$ cat config.mk
export PLATFORM = sky130hd
export DESIGN_NAME = piso_serializer
export DESIGN_NICKNAME = d
export VERILOG_FILES = /design/src/rtl/piso_pkg.sv /design/src/rtl/piso_serializer.sv
export SDC_FILE = /design/constraint.sdc
export NUM_CORES = 1
export LEC_CHECK = 0
export BUFFER_PORTS_ARGS = -buffer_cell sky130_fd_sc_hd__clkbuf_2
export CORE_UTILIZATION = 30
export CTS_CLUSTER_DIAMETER = 80
export DETAILED_ROUTE_END_ITERATION = 10
export PLACE_DENSITY = 0.51
export SLEW_MARGIN = 20
export SYNTH_ARGS = -nofsm -noshare
export SYNTH_HDL_FRONTEND = slang
export SYNTH_SLANG_ARGS = --single-unit
export TNS_END_PERCENT = 100
$ cat constraint.sdc
create_clock -name clk -period 1.6 [get_ports clk]
set_clock_uncertainty 0.1 [all_clocks]
set_input_delay 0.32 -clock clk [delete_from_list [all_inputs] [get_ports clk]]
set_output_delay 0.32 -clock clk [all_outputs]
set_load 0.005 [all_outputs]
$ cat src/rtl/piso_pkg.sv
// Shared definitions for the PISO serial transmitter: FSM state type,
// default word width and counter width helper.
package piso_pkg;

  localparam int unsigned PISO_WIDTH = 8;

  typedef enum logic {
    IDLE  = 1'b0,
    SHIFT = 1'b1
  } state_t;

  function automatic int unsigned cnt_width(input int unsigned w);
    return (w < 2) ? 1 : $clog2(w);
  endfunction

endpackage

$ cat src/rtl/piso_serializer.sv
// Parallel-in/serial-out transmitter: one-word holding buffer feeding an
// MSB-first shifter, with start-of-word marker and completion pulse.
module piso_serializer
  import piso_pkg::*;
#(
  parameter int unsigned WIDTH = PISO_WIDTH
) (
  input  logic             clk,
  input  logic             reset,
  input  logic             load_valid,
  output logic             load_ready,
  input  logic [WIDTH-1:0] Din,
  output logic             Sout,
  output logic             frame,
  output logic             sof,
  output logic             done
);

  localparam int unsigned CW = cnt_width(WIDTH);
  localparam logic [CW-1:0] LAST = CW'(WIDTH - 1);

  state_t           state;
  logic [WIDTH-1:0] hold;
  logic             hold_full;
  logic [WIDTH-1:0] sreg;
  logic [CW-1:0]    cnt;

  // Accept (needs hold empty) and transfer (needs hold full) are mutually
  // exclusive, so the hold_full updates below can never collide.
  always_ff @(posedge clk or negedge reset) begin
    if (!reset) begin
      state     <= IDLE;
      hold      <= '0;
      hold_full <= 1'b0;
      sreg      <= '0;
      cnt       <= '0;
      done      <= 1'b0;
    end else begin
      done <= 1'b0;
      if (load_valid && !hold_full) begin
        hold      <= Din;
        hold_full <= 1'b1;
      end
      case (state)
        IDLE: begin
          if (hold_full) begin
            sreg      <= hold;
            hold_full <= 1'b0;
            cnt       <= '0;
            state     <= SHIFT;
          end
        end
        SHIFT: begin
          if (cnt != LAST) begin
            sreg <= {sreg[WIDTH-2:0], 1'b0};
            cnt  <= cnt + CW'(1);
          end else begin
            done <= 1'b1;
            cnt  <= '0;
            if (hold_full) begin
              sreg      <= hold;
              hold_full <= 1'b0;
            end else begin
              state <= IDLE;
            end
          end
        end
        default: state <= IDLE;
      endcase
    end
  end

  always_comb begin
    load_ready = !hold_full;
    frame      = (state == SHIFT);
    Sout       = frame ? sreg[WIDTH-1] : 1'b0;
    sof        = frame && (cnt == '0);
  end

endmodule

---- After elaboration in Yosys (flattened, before gate mapping) ----
Index checks and enable logic that the tools add are counted.
Widths: inputs -> output; s select.
storage, ports and cells
  register bits ........................... 22
  output and inout port bits .............. 5
  word-level logic and storage cells ...... 30
operators by class
  $add $sub $neg .......................... 1
  equality and inequality tests ........... 2
  mux-type cells .......................... 16
  bitwise gates (word level) .............. 1
  reductions and logical operators ........ 4
operators by type and width
  operator             count
  $mux 8               2
  $pmux 8 s2           1
  $mux 1               8
  $mux 3               2
  $pmux 3 s2           1
  $pmux 1 s2           2
  $add 3x1->3 const B  1
  $logic_not 3->1      1
  $ne 3x3->1 const B   1
  $logic_and 1x1->1    2
  $ne 2x2->1 const B   1
  $logic_not 1->1      1
  $not 1->1            1

---- Logic depth before layout (Yosys ltp) ----
Gate-level depths: netlist of the first run.
  depth after elaboration ................. 6
  mapped depth ............................ 5

---- Least setup slack after synthesis of the first run ----
Ideal clock, no wire load.
  path type ............................... reg2reg
  start point ............................. register cnt[0]
  end point ............................... register sreg[2]
  library setup time ...................... 0.125 ns
  arrival ................................. 1.372 ns
  data required time ...................... 1.375 ns
  setup slack ............................. 0.003 ns
  cell stages (with the launch flop) ...... 6
  buffers on the path ..................... 1
  clock period less this slack ............ 1.597 ns
  cells stage by stage .................... dfrtp_1 ha_1 ha_1 nand2b_1 buf_4 mux2_4
on the way
  word-level cells in the longest chain between the ends .. 3
ends and longest elaborated chain
  what                      line                   RTL
  start: declaration        piso_serializer.sv:26  logic [CW-1:0] cnt;
  start signal: assignment  piso_serializer.sv:56  cnt <= cnt + CW'(1);
  $ne 3x3->1                piso_serializer.sv:54  if (cnt != LAST) begin
  $mux 8                    piso_serializer.sv:54
  $pmux 8 s2                piso_serializer.sv:44  case (state)
  end signal: assignment    piso_serializer.sv:47  sreg <= hold;
  end signal: assignment    piso_serializer.sv:55  sreg <= {sreg[WIDTH-2:0], 1'b0};
  end signal: assignment    piso_serializer.sv:61  sreg <= hold;
  end: declaration          piso_serializer.sv:25  logic [WIDTH-1:0] sreg;
No other way between the ends.
A chain may end at the register's enable or synchronous reset.

---- Final worst setup path of the first run ----
  start point ............................. register cnt[0]
  end point ............................... output sof
on the way
  word-level cells in the longest chain between the ends .. 2
ends and longest elaborated chain
  what               line                   RTL
  $logic_not 3->1    piso_serializer.sv:77  sof = frame && (cnt == '0);
  $logic_and 1x1->1  piso_serializer.sv:77
  end: declaration   piso_serializer.sv:15  output logic sof,
No other way between the ends.

==> impl_metrics.py, run 1 <==
metrics = {
    "outcome": {
        "status": "finished with violations",
        "violations": "setup timing",
    },
    "synth": {
        "synthTopCellsByArea": "dfrtp_1 53%, mux2_4 15%, mux2_2 13%",
        "avgSynthCellArea_sq_um": 14.52,
        "muxShareOfSynthArea_pct": 28.64,
        "yosysSeqAreaShare_pct": 53.40,
        "netlist_area_sq_mm": 0.001031,
        "synth_top_family_by_area": "multiplexers",
        "synthSimpleGateAreaFrac_pct": 6.068,
        "yosysUniqueCellTypes": 19,
        "synth_xor_area_share_pct": 0,
        "yosysTopAreaCell": "dfrtp_1",
        "yosys.area_share.adder_pct": 4.854,
        "ys_ff_latch": 22,
        "synth_compound_area_share_pct": 3.155,
        "synth_top_area_share_pct": 53.40,
        "yosysWarnings": 0,
        "syn_inst": 71,
        "syn_nets": 86,
    },
    "setup_path": {
        "r2r-end": "sreg[3]$_DFF_PN0_",
        "startpoint": "cnt[0]$_DFFE_PN0P_",
        "reg2reg_from": "cnt[0]$_DFFE_PN0P_",
        "crit_required_ns": 1.18,
        "ff2ff_path_depth": 5,
        "start_kind": "register",
        "worstPathCellList": "buf_6 > inv_4 > ha_4 > and3b_1 > buf_2",
        "worstPathMaxFanout": 2,
        "worstPathArrival_ns": 1.24,
        "path_buf_inv": 3,
        "crit_type": "register to output port",
        "max_stage_delay_ns": 0.41,
        "r2r_setup_slack_ns": -0.02,
        "cp_slowest_cell": "dfrtp_1",
        "crit_family": "flip-flops",
        "critPathCaptureType": "output port",
    },
    "final_layout": {
        "area_growth_pct": 34.10,
        "num-nets-final": 119,
        "fin_cells": 147,
        "layout-drive-gt1-share_pct": 63.11,
        "n_antenna_cell": 0,
        "design_area_sq_mm": 0.001383,
        "utilization_pct": 43.85,
    },
    "grt": {
        "gr-total-overflow": 0,
        "antenna_found_initial": 0,
        "grt_pass1_vias": 678,
        "grt_max_degree": 23,
        "grt_pass1_wl_um": 3022,
        "grtUsageTotal_pct": 11.60,
    },
    "routing": {
        "routed.top_layer": "met4",
        "dr_total_vias": 641,
        "drtIter0Drc": 9,
        "drc": 0,
        "wl_um": 1870,
        "first_pass_iters": 4,
        "ant_nets": 0,
        "avgViaCountPerCell": 4.361,
        "met3WireLength_um": 62,
        "wl_met1_um": 868,
        "dr_wl_met2_um": 913,
        "wl_per_cell_um": 12.72,
    },
    "placed_design": {
        "io_buffers": 15,
        "placed_cell_area_sq_mm": 0.001200,
        "preCtsSetupSlack_ns": -0.04841,
        "place_hpwl_um": 1217,
        "place.gp.congestion": 0.7401,
        "placed_cells": 135,
    },
    "cts": {
        "cts_max_level": 1,
        "clk_pin_slew_ns": 0.13,
        "clock_latency_ns": 0.31,
        "cts_num_sinks": 22,
        "root_buffer": "clkbuf_4",
        "cts-buffers-inserted": 3,
        "max-clock-path-buffers": 2,
        "cts_tree": "yes",
    },
    "floorplan": {
        "io_pins": 16,
        "start_util_pct": 32.70,
        "dieArea_sq_mm": 0.003675,
        "coreArea_sq_mm": 0.003153,
        "num_rows": 20,
        "die_h_um": 60.62,
        "die_x_um": 60.62,
    },
    "worst_hold_path": {
        "hp-start": "Din[6]",
        "whs_path_depth": 2,
        "worst_hold_path.endpoint": "hold[6]$_DFFE_PN0P_",
        "hold_path_class": "primary input to register",
    },
    "power_and_ir_drop": {
        "total_power_mw": 2.696,
        "power_density_mw_per_mm2": 1950,
        "vdd_ir_drop_max_mv": 0.4412,
        "power.leakage_nw": 0.6793,
    },
    "sta": {
        "fin_crit_ns": 1.655,
        "fin_crit_sh_pct": 103.5,
        "rsz0062_at_grt": "true",
        "holdWs_ns": 0.1285,
        "final-max-slew-violation-count": 0,
        "timing.fmax_mhz": 604.1,
        "finalHoldViolations": 0,
        "worstMarginPinSlew_ns": 0.5538,
        "setup_viol": 6,
        "totalNegativeSetupSlack_ns": -0.1329,
        "postLayoutSetupSlackWorst_ns": -0.05539,
        "maxSlewHeadroom_pct": 63.08,
    },
    "job": {
        "maxCapViolCount": 0,
    },
}
## cells in the mapped netlist
cell type  instances
nor2_1             2
mux2_2            12
nand2_1            2
and2_1             2
o32ai_1            1
nor3b_1            1
dfrtp_1           22
buf_4              1
buf_2              2
nand2b_1           1
nor2b_1            2
a21o_1             2
mux2_4            10
and3b_1            1
inv_1              3
mux2i_1            1
a22o_1             1
buf_6              1
ha_1               4
## how the worst max path moves through the flow
stage | end | slack [ns] | depth (start not counted)
floorplan | sreg[2]$_DFF_PN0_ | 0.003 | 5
finish | sof | -0.06 | 5
detailed placement | sreg[2]$_DFF_PN0_ | -0.05 | 5
global placement | sreg[3]$_DFF_PN0_ | -0.003 | 5
global route | sof | -0.14 | 5
CTS | sof | -0.09 | 5
## power breakdown
part | switching [mW] | total, mW | leakage, nW | internal [mW]
Sequential | 0.146 | 0.940 | 0.268 | 0.794
Combinational | 0.457 | 1.33 | 0.383 | 0.872
Clock | 0.175 | 0.428 | 0.0279 | 0.253
## registers in the layout, summed over array words and instances (netlist names)
signal / flops
sreg: 8
done: 1
hold: 8
hold_full: 1
frame: 1
cnt: 3
## layout make-up
type,instances,area (sq um)
Fill cell,308,1770
Clock buffer,3,22.52
Timing Repair Buffer,32,229.0
Tap cell,44,55.05
Clock inverter,1,30.03
Multi-Input combinational cell,42,478.0
Inverter,3,16.27
Sequential cell,22,551.8
## per-layer routing
metal	vias to the layer above	track usage, %
met5	-	0
met4	0	6.818
met3	2	1.919
met2	14	20.09
met1	318	13.50
li1	307	-
## placed cells by master (no fill, tap or decap)
master,instances
ha_4,2
a22o_1,1
nor2_1,2
nor3b_1,1
bufinv_16,1
and2_4,1
and3b_1,1
inv_4,2
dlygate4sd3_1,1
ha_1,1
nand2_1,2
and2_1,1
mux2_4,10
clkbuf_4,3
dfrtp_2,1
inv_1,1
buf_2,1
nand2b_4,1
o32ai_1,1
clkbuf_2,14
mux2_2,12
buf_6,3
buf_4,12
buf_12,1
ha_2,1
dfrtp_1,21
nor2b_1,2
a21o_1,2
mux2i_1,1
## what timing repair did
action	4_1_cts	5_1_grt
resized for setup	11	6
setup endpoints to repair	9	10
pin swaps	1	0
hold endpoints to repair	22	0
buffers inserted	1	7
hold buffers	1	0
## kinds of logic (layout without fill, tap and decap cells)
family          after synthesis  after routing
mux                          23             23
flops                        22             22
simple gates                 11             11
buf+inv                       7             39
fa+ha+maj                     4              4
compound gates                4              4
Note: power is estimated with default switching activity, not from simulation.
==> run 2, diff against run 1 <==
CAP_MARGIN = 20   (was not set)
CELL_PAD_IN_SITES_DETAIL_PLACEMENT = 1   (was not set)
CELL_PAD_IN_SITES_GLOBAL_PLACEMENT = 1   (was not set)
PLACE_DENSITY = 0.59   (was 0.51)
RECOVER_POWER = 50   (was not set)
==> impl_metrics.py, run 2 (synthesis results as in run 1) <==
metrics = {
    "outcome": {
        "status": "finished with violations",
        "violations": "setup timing",
    },
    "routing": {
        "routed.top_layer": "met4",
        "wl_met1_um": 855,
        "dr_wl_met2_um": 923,
        "first_pass_iters": 3,
        "ant_nets": 0,
        "drc": 0,
        "avgViaCountPerCell": 4.482,
        "dr_total_vias": 623,
        "wl_um": 1845,
        "drtIter0Drc": 9,
        "met3WireLength_um": 48,
        "wl_per_cell_um": 13.27,
    },
    "sta": {
        "fin_crit_ns": 1.672,
        "maxSlewHeadroom_pct": 63.26,
        "worstMarginPinSlew_ns": 0.5511,
        "final-max-slew-violation-count": 0,
        "setup_viol": 1,
        "fin_crit_sh_pct": 104.5,
        "postLayoutSetupSlackWorst_ns": -0.07211,
        "timing.fmax_mhz": 598.0,
        "rsz0062_at_grt": "true",
        "finalHoldViolations": 0,
    },
    "final_layout": {
        "fillers": 359,
        "top_regs": "hold: 8 flops, sreg: 8 flops, cnt: 3 flops",
        "design_area_sq_mm": 0.001284,
        "num-nets-final": 111,
        "area_growth_pct": 24.51,
        "fin_cells": 139,
        "n_antenna_cell": 0,
        "final_common_cell": "dfrtp_1",
        "utilization_pct": 40.71,
        "layout-drive-gt1-share_pct": 58.95,
        "final_cell_mix": "21 x dfrtp_1, 14 x clkbuf_2, 12 x mux2_2",
    },
    "setup_path": {
        "max_stage_delay_ns": 0.41,
        "r2r_setup_slack_ns": 0.01,
        "startpoint": "cnt[0]$_DFFE_PN0P_",
        "crit_required_ns": 1.18,
        "critPathCaptureType": "output port",
        "r2r-end": "sreg[2]$_DFF_PN0_",
        "ff2ff_path_depth": 5,
        "crit_type": "register to output port",
        "worstPathCellList": "buf_6 > inv_2 > ha_2 > and3b_1 > buf_2",
        "cp_slowest_cell": "dfrtp_1",
        "start_kind": "register",
        "worstPathArrival_ns": 1.25,
        "worstPathMaxFanout": 2,
        "reg2reg_from": "cnt[0]$_DFFE_PN0P_",
    },
    "worst_hold_path": {
        "worst_hold_path.endpoint": "hold[0]$_DFFE_PN0P_",
        "whs_path_depth": 2,
        "hold_path_class": "primary input to register",
        "hp-start": "Din[0]",
    },
    "power_and_ir_drop": {
        "total_power_mw": 2.405,
        "vdd_ir_drop_max_mv": 0.6253,
        "power.leakage_nw": 0.6304,
        "power_density_mw_per_mm2": 1873,
    },
    "placed_design": {
        "placed_cell_area_sq_mm": 0.001185,
        "placed_cells": 133,
        "preCtsSetupSlack_ns": -0.04105,
        "place_hpwl_um": 1313,
        "place.gp.congestion": 0.6486,
        "io_buffers": 15,
    },
    "cts": {
        "root_buffer": "clkbuf_4",
        "max-clock-path-buffers": 2,
        "cts_tree": "yes",
        "clock_latency_ns": 0.30,
        "cts_num_sinks": 22,
        "clk_pin_slew_ns": 0.13,
        "cts-buffers-inserted": 3,
        "cts_max_level": 1,
    },
    "grt": {
        "grt_pass1_wl_um": 3042,
        "grt_pass1_vias": 622,
        "gr-total-overflow": 0,
        "grt_max_degree": 23,
        "antenna_found_initial": 0,
        "grtUsageTotal_pct": 11.41,
    },
    "floorplan": {
        "start_util_pct": 32.70,
        "dieArea_sq_mm": 0.003675,
        "io_pins": 16,
        "coreArea_sq_mm": 0.003153,
        "die_x_um": 60.62,
        "die_h_um": 60.62,
        "num_rows": 20,
    },
    "job": {
        "maxCapViolCount": 0,
    },
}
## run 2: final cells by class
cell class | instances | area [sq um] | share of cell area [%]
clock buffer | 4 | 36.28 | 2.827
inverter | 3 | 11.26 | 0.8772
tap | 44 | 55.05 | 4.289
timing repair buffer | 24 | 148.9 | 11.60
multi-input combinational | 42 | 480.5 | 37.43
sequential | 22 | 551.8 | 42.98
## run 2: layer usage
metal | vias to the layer above | global-route usage [%]
met2 | 8 | 18.37
met4 | 0 | 3.896
met1 | 321 | 15.63
met5 | - | 0
met3 | 2 | 1.919
li1 | 292 | -
## run 2: timing repair
| action | CTS | global route |
|---|---|---|
| endpoints found under the setup margin | 8 | 9 |
| endpoints found under the hold margin | 22 | 0 |
| buffers inserted | 1 | 1 |
| gates resized for setup | 2 | 10 |
| hold buffers | 1 | 0 |
## run 2: how the worst max path moves through the flow
stage               slack, ns  depth (start not counted)           endpoint
finish                  -0.07                          5                sof
global route            -0.19                          4                sof
CTS                      -0.1                          5                sof
detailed placement      -0.04                          5  sreg[2]$_DFF_PN0_
global placement        0.008                          5  sreg[4]$_DFF_PN0_
floorplan               0.003                          5  sreg[2]$_DFF_PN0_
## run 2: through the flow
| step | setup TNS (ns) | hold WS [ns] |
|---|---|---|
| floorplan | 0 | -0.07559 |
| global placement | 0 | 0.2364 |
| detailed placement | -0.2122 | 0.2391 |
| CTS | -0.3372 | 0.1329 |
| global route | -0.4220 | 0.1263 |
| finish | -0.07211 | 0.1436 |
## run 2: report_power, final
part	total [mW]	switching [mW]	leakage, nW	internal (mW)
Sequential	0.951	0.158	0.269	0.792
Clock	0.305	0.167	0.0210	0.138
Combinational	1.15	0.414	0.340	0.735
## run 2: worst max-delay path, delay by kind of cell, from the launching register on
kind | cells | cell delay (ns)
adders and majority gates | 1 | 0.14
buffers and inverters | 3 | 0.27
and+or+nand+nor | 1 | 0.14
DFF | 1 | 0.41
==> run 3, diff against run 2 <==
PLACE_DENSITY = 0.57   (was 0.59)
RECOVER_POWER = not set   (was 50)
SKIP_CTS_REPAIR_TIMING = 1   (was not set)
clock period = 2.2 ns   (was 1.6 ns; I/O delays follow)
==> impl_metrics.py, run 3 (synthesis results as in run 1) <==
metrics = {
    "sta": {
        "timing.fmax_mhz": 535.8,
        "fin_crit_sh_pct": 84.83,
        "holdWs_ns": -0.01168,
        "setup_viol": 0,
        "totalNegativeSetupSlack_ns": 0,
        "maxSlewHeadroom_pct": 61.21,
        "rsz0062_at_grt": "false",
        "worstMarginPinSlew_ns": 0.5818,
        "finalHoldViolations": 12,
        "final-max-slew-violation-count": 0,
        "fin_crit_ns": 1.866,
    },
    "worst_hold_path": {
        "hold_path_class": "primary input to async pin",
    },
    "power_and_ir_drop": {
        "power_density_mw_per_mm2": 1343,
        "vdd_ir_drop_max_mv": 0.4947,
        "power.leakage_nw": 0.5946,
    },
    "cts": {
        "cts_num_sinks": 22,
        "clock_latency_ns": 0.31,
        "clk_pin_slew_ns": 0.13,
        "cts_tree": "yes",
        "root_buffer": "clkbuf_4",
        "max-clock-path-buffers": 2,
        "cts-buffers-inserted": 3,
        "cts_max_level": 1,
    },
    "routing": {
        "wl_um": 1682,
        "wl_per_cell_um": 12.74,
        "ant_nets": 0,
        "drtIter0Drc": 11,
        "avgViaCountPerCell": 4.379,
        "first_pass_iters": 2,
        "dr_total_vias": 578,
        "drc": 0,
    },
    "outcome": {
        "violations": "hold timing",
        "status": "finished with violations",
    },
    "final_layout": {
        "final_common_cell": "dfrtp_1",
        "num-nets-final": 104,
        "layout-drive-gt1-share_pct": 48.86,
        "utilization_pct": 37.54,
        "area_growth_pct": 14.81,
        "final_cell_mix": "22 x dfrtp_1, 15 x clkbuf_2, 12 x mux2_2",
        "top_regs": "hold: 8 flops, sreg: 8 flops, cnt: 3 flops",
        "n_antenna_cell": 0,
        "fillers": 361,
    },
    "floorplan": {
        "dieArea_sq_mm": 0.003675,
        "num_rows": 20,
        "coreArea_sq_mm": 0.003153,
        "die_h_um": 60.62,
        "start_util_pct": 32.70,
        "die_x_um": 60.62,
        "io_pins": 16,
    },
    "job": {
        "maxCapViolCount": 0,
    },
    "setup_path": {
        "worstPathMaxFanout": 13,
        "worstPathCellList": "inv_1 > clkbuf_2",
        "critPathCaptureType": "output port",
        "worstPathArrival_ns": 1.33,
        "start_kind": "register",
        "crit_required_ns": 1.66,
        "crit_family": "flip-flops",
        "crit_type": "register to output port",
        "path_buf_inv": 2,
        "cp_slowest_cell": "dfrtp_1",
        "max_stage_delay_ns": 0.73,
    },
    "grt": {
        "grt_pass1_vias": 638,
        "gr-total-overflow": 0,
        "antenna_found_initial": 0,
        "grtUsageTotal_pct": 11.35,
        "grt_pass1_wl_um": 3022,
        "grt_max_degree": 23,
    },
    "placed_design": {
        "place.gp.congestion": 0.6671,
        "place_hpwl_um": 1240,
        "io_buffers": 15,
    },
}
==> run 3: layout make-up <==
| class | count | area (sq um) | share of cell area (%) |
|---|---|---|---|
| Timing Repair Buffer | 17 | 90.09 | 7.611 |
| Tap cell | 44 | 55.05 | 4.651 |
| Multi-Input combinational cell | 42 | 440.4 | 37.21 |
| Sequential cell | 22 | 550.5 | 46.51 |
| Inverter | 3 | 11.26 | 0.9514 |
| Clock buffer | 4 | 36.28 | 3.066 |
==> run 3: report_power, final <==
group	internal, mW	switching [mW]
Sequential	0.574	0.145
Combinational	0.431	0.218
Clock	0.101	0.121
Total	1.11	0.484
==> run 3: final timing paths <==
path / slack, ns / from / endpoint / cells after the start
min in group clk: 0.25 / Din[7] / hold[7]$_DFFE_PN0P_ / 2
max reg2reg: 0.39 / cnt[0]$_DFFE_PN0P_ / sreg[1]$_DFF_PN0_ / 4
max in group asynchronous: 1.63 / reset / hold[3]$_DFFE_PN0P_ / 1
min reg2reg: 0.42 / sreg[1]$_DFF_PN0_ / sreg[2]$_DFF_PN0_ / 1
min: -0.01 / reset / cnt[2]$_DFFE_PN0P_ / 1
max: 0.33 / hold_full$_DFF_PN0_ / load_ready / 2
==> run 3: metal layers <==
layer	routed length (um)	part of all wire [%]	GRT usage, %
met5	0	0	0
met4	8	0.48	2.922
met3	54	3.2	3.198
met2	764	45	18.68
met1	854	51	14.77
==> run 3: per-stage QoR <==
stage,worst slack [ns],area (sq um),cells,power (mW),hold WS (ns)
after floorplan,0.6032,1031,71,1.252,0.04441
after global placement,0.4349,1147,128,1.375,0.3635
after detailed placement,0.3865,1147,128,1.398,0.3623
after CTS,0.2667,1184,132,1.629,0.009369
after global routing,0.1870,1184,132,1.732,0.02217
final,0.3337,1184,132,1.590,-0.01168
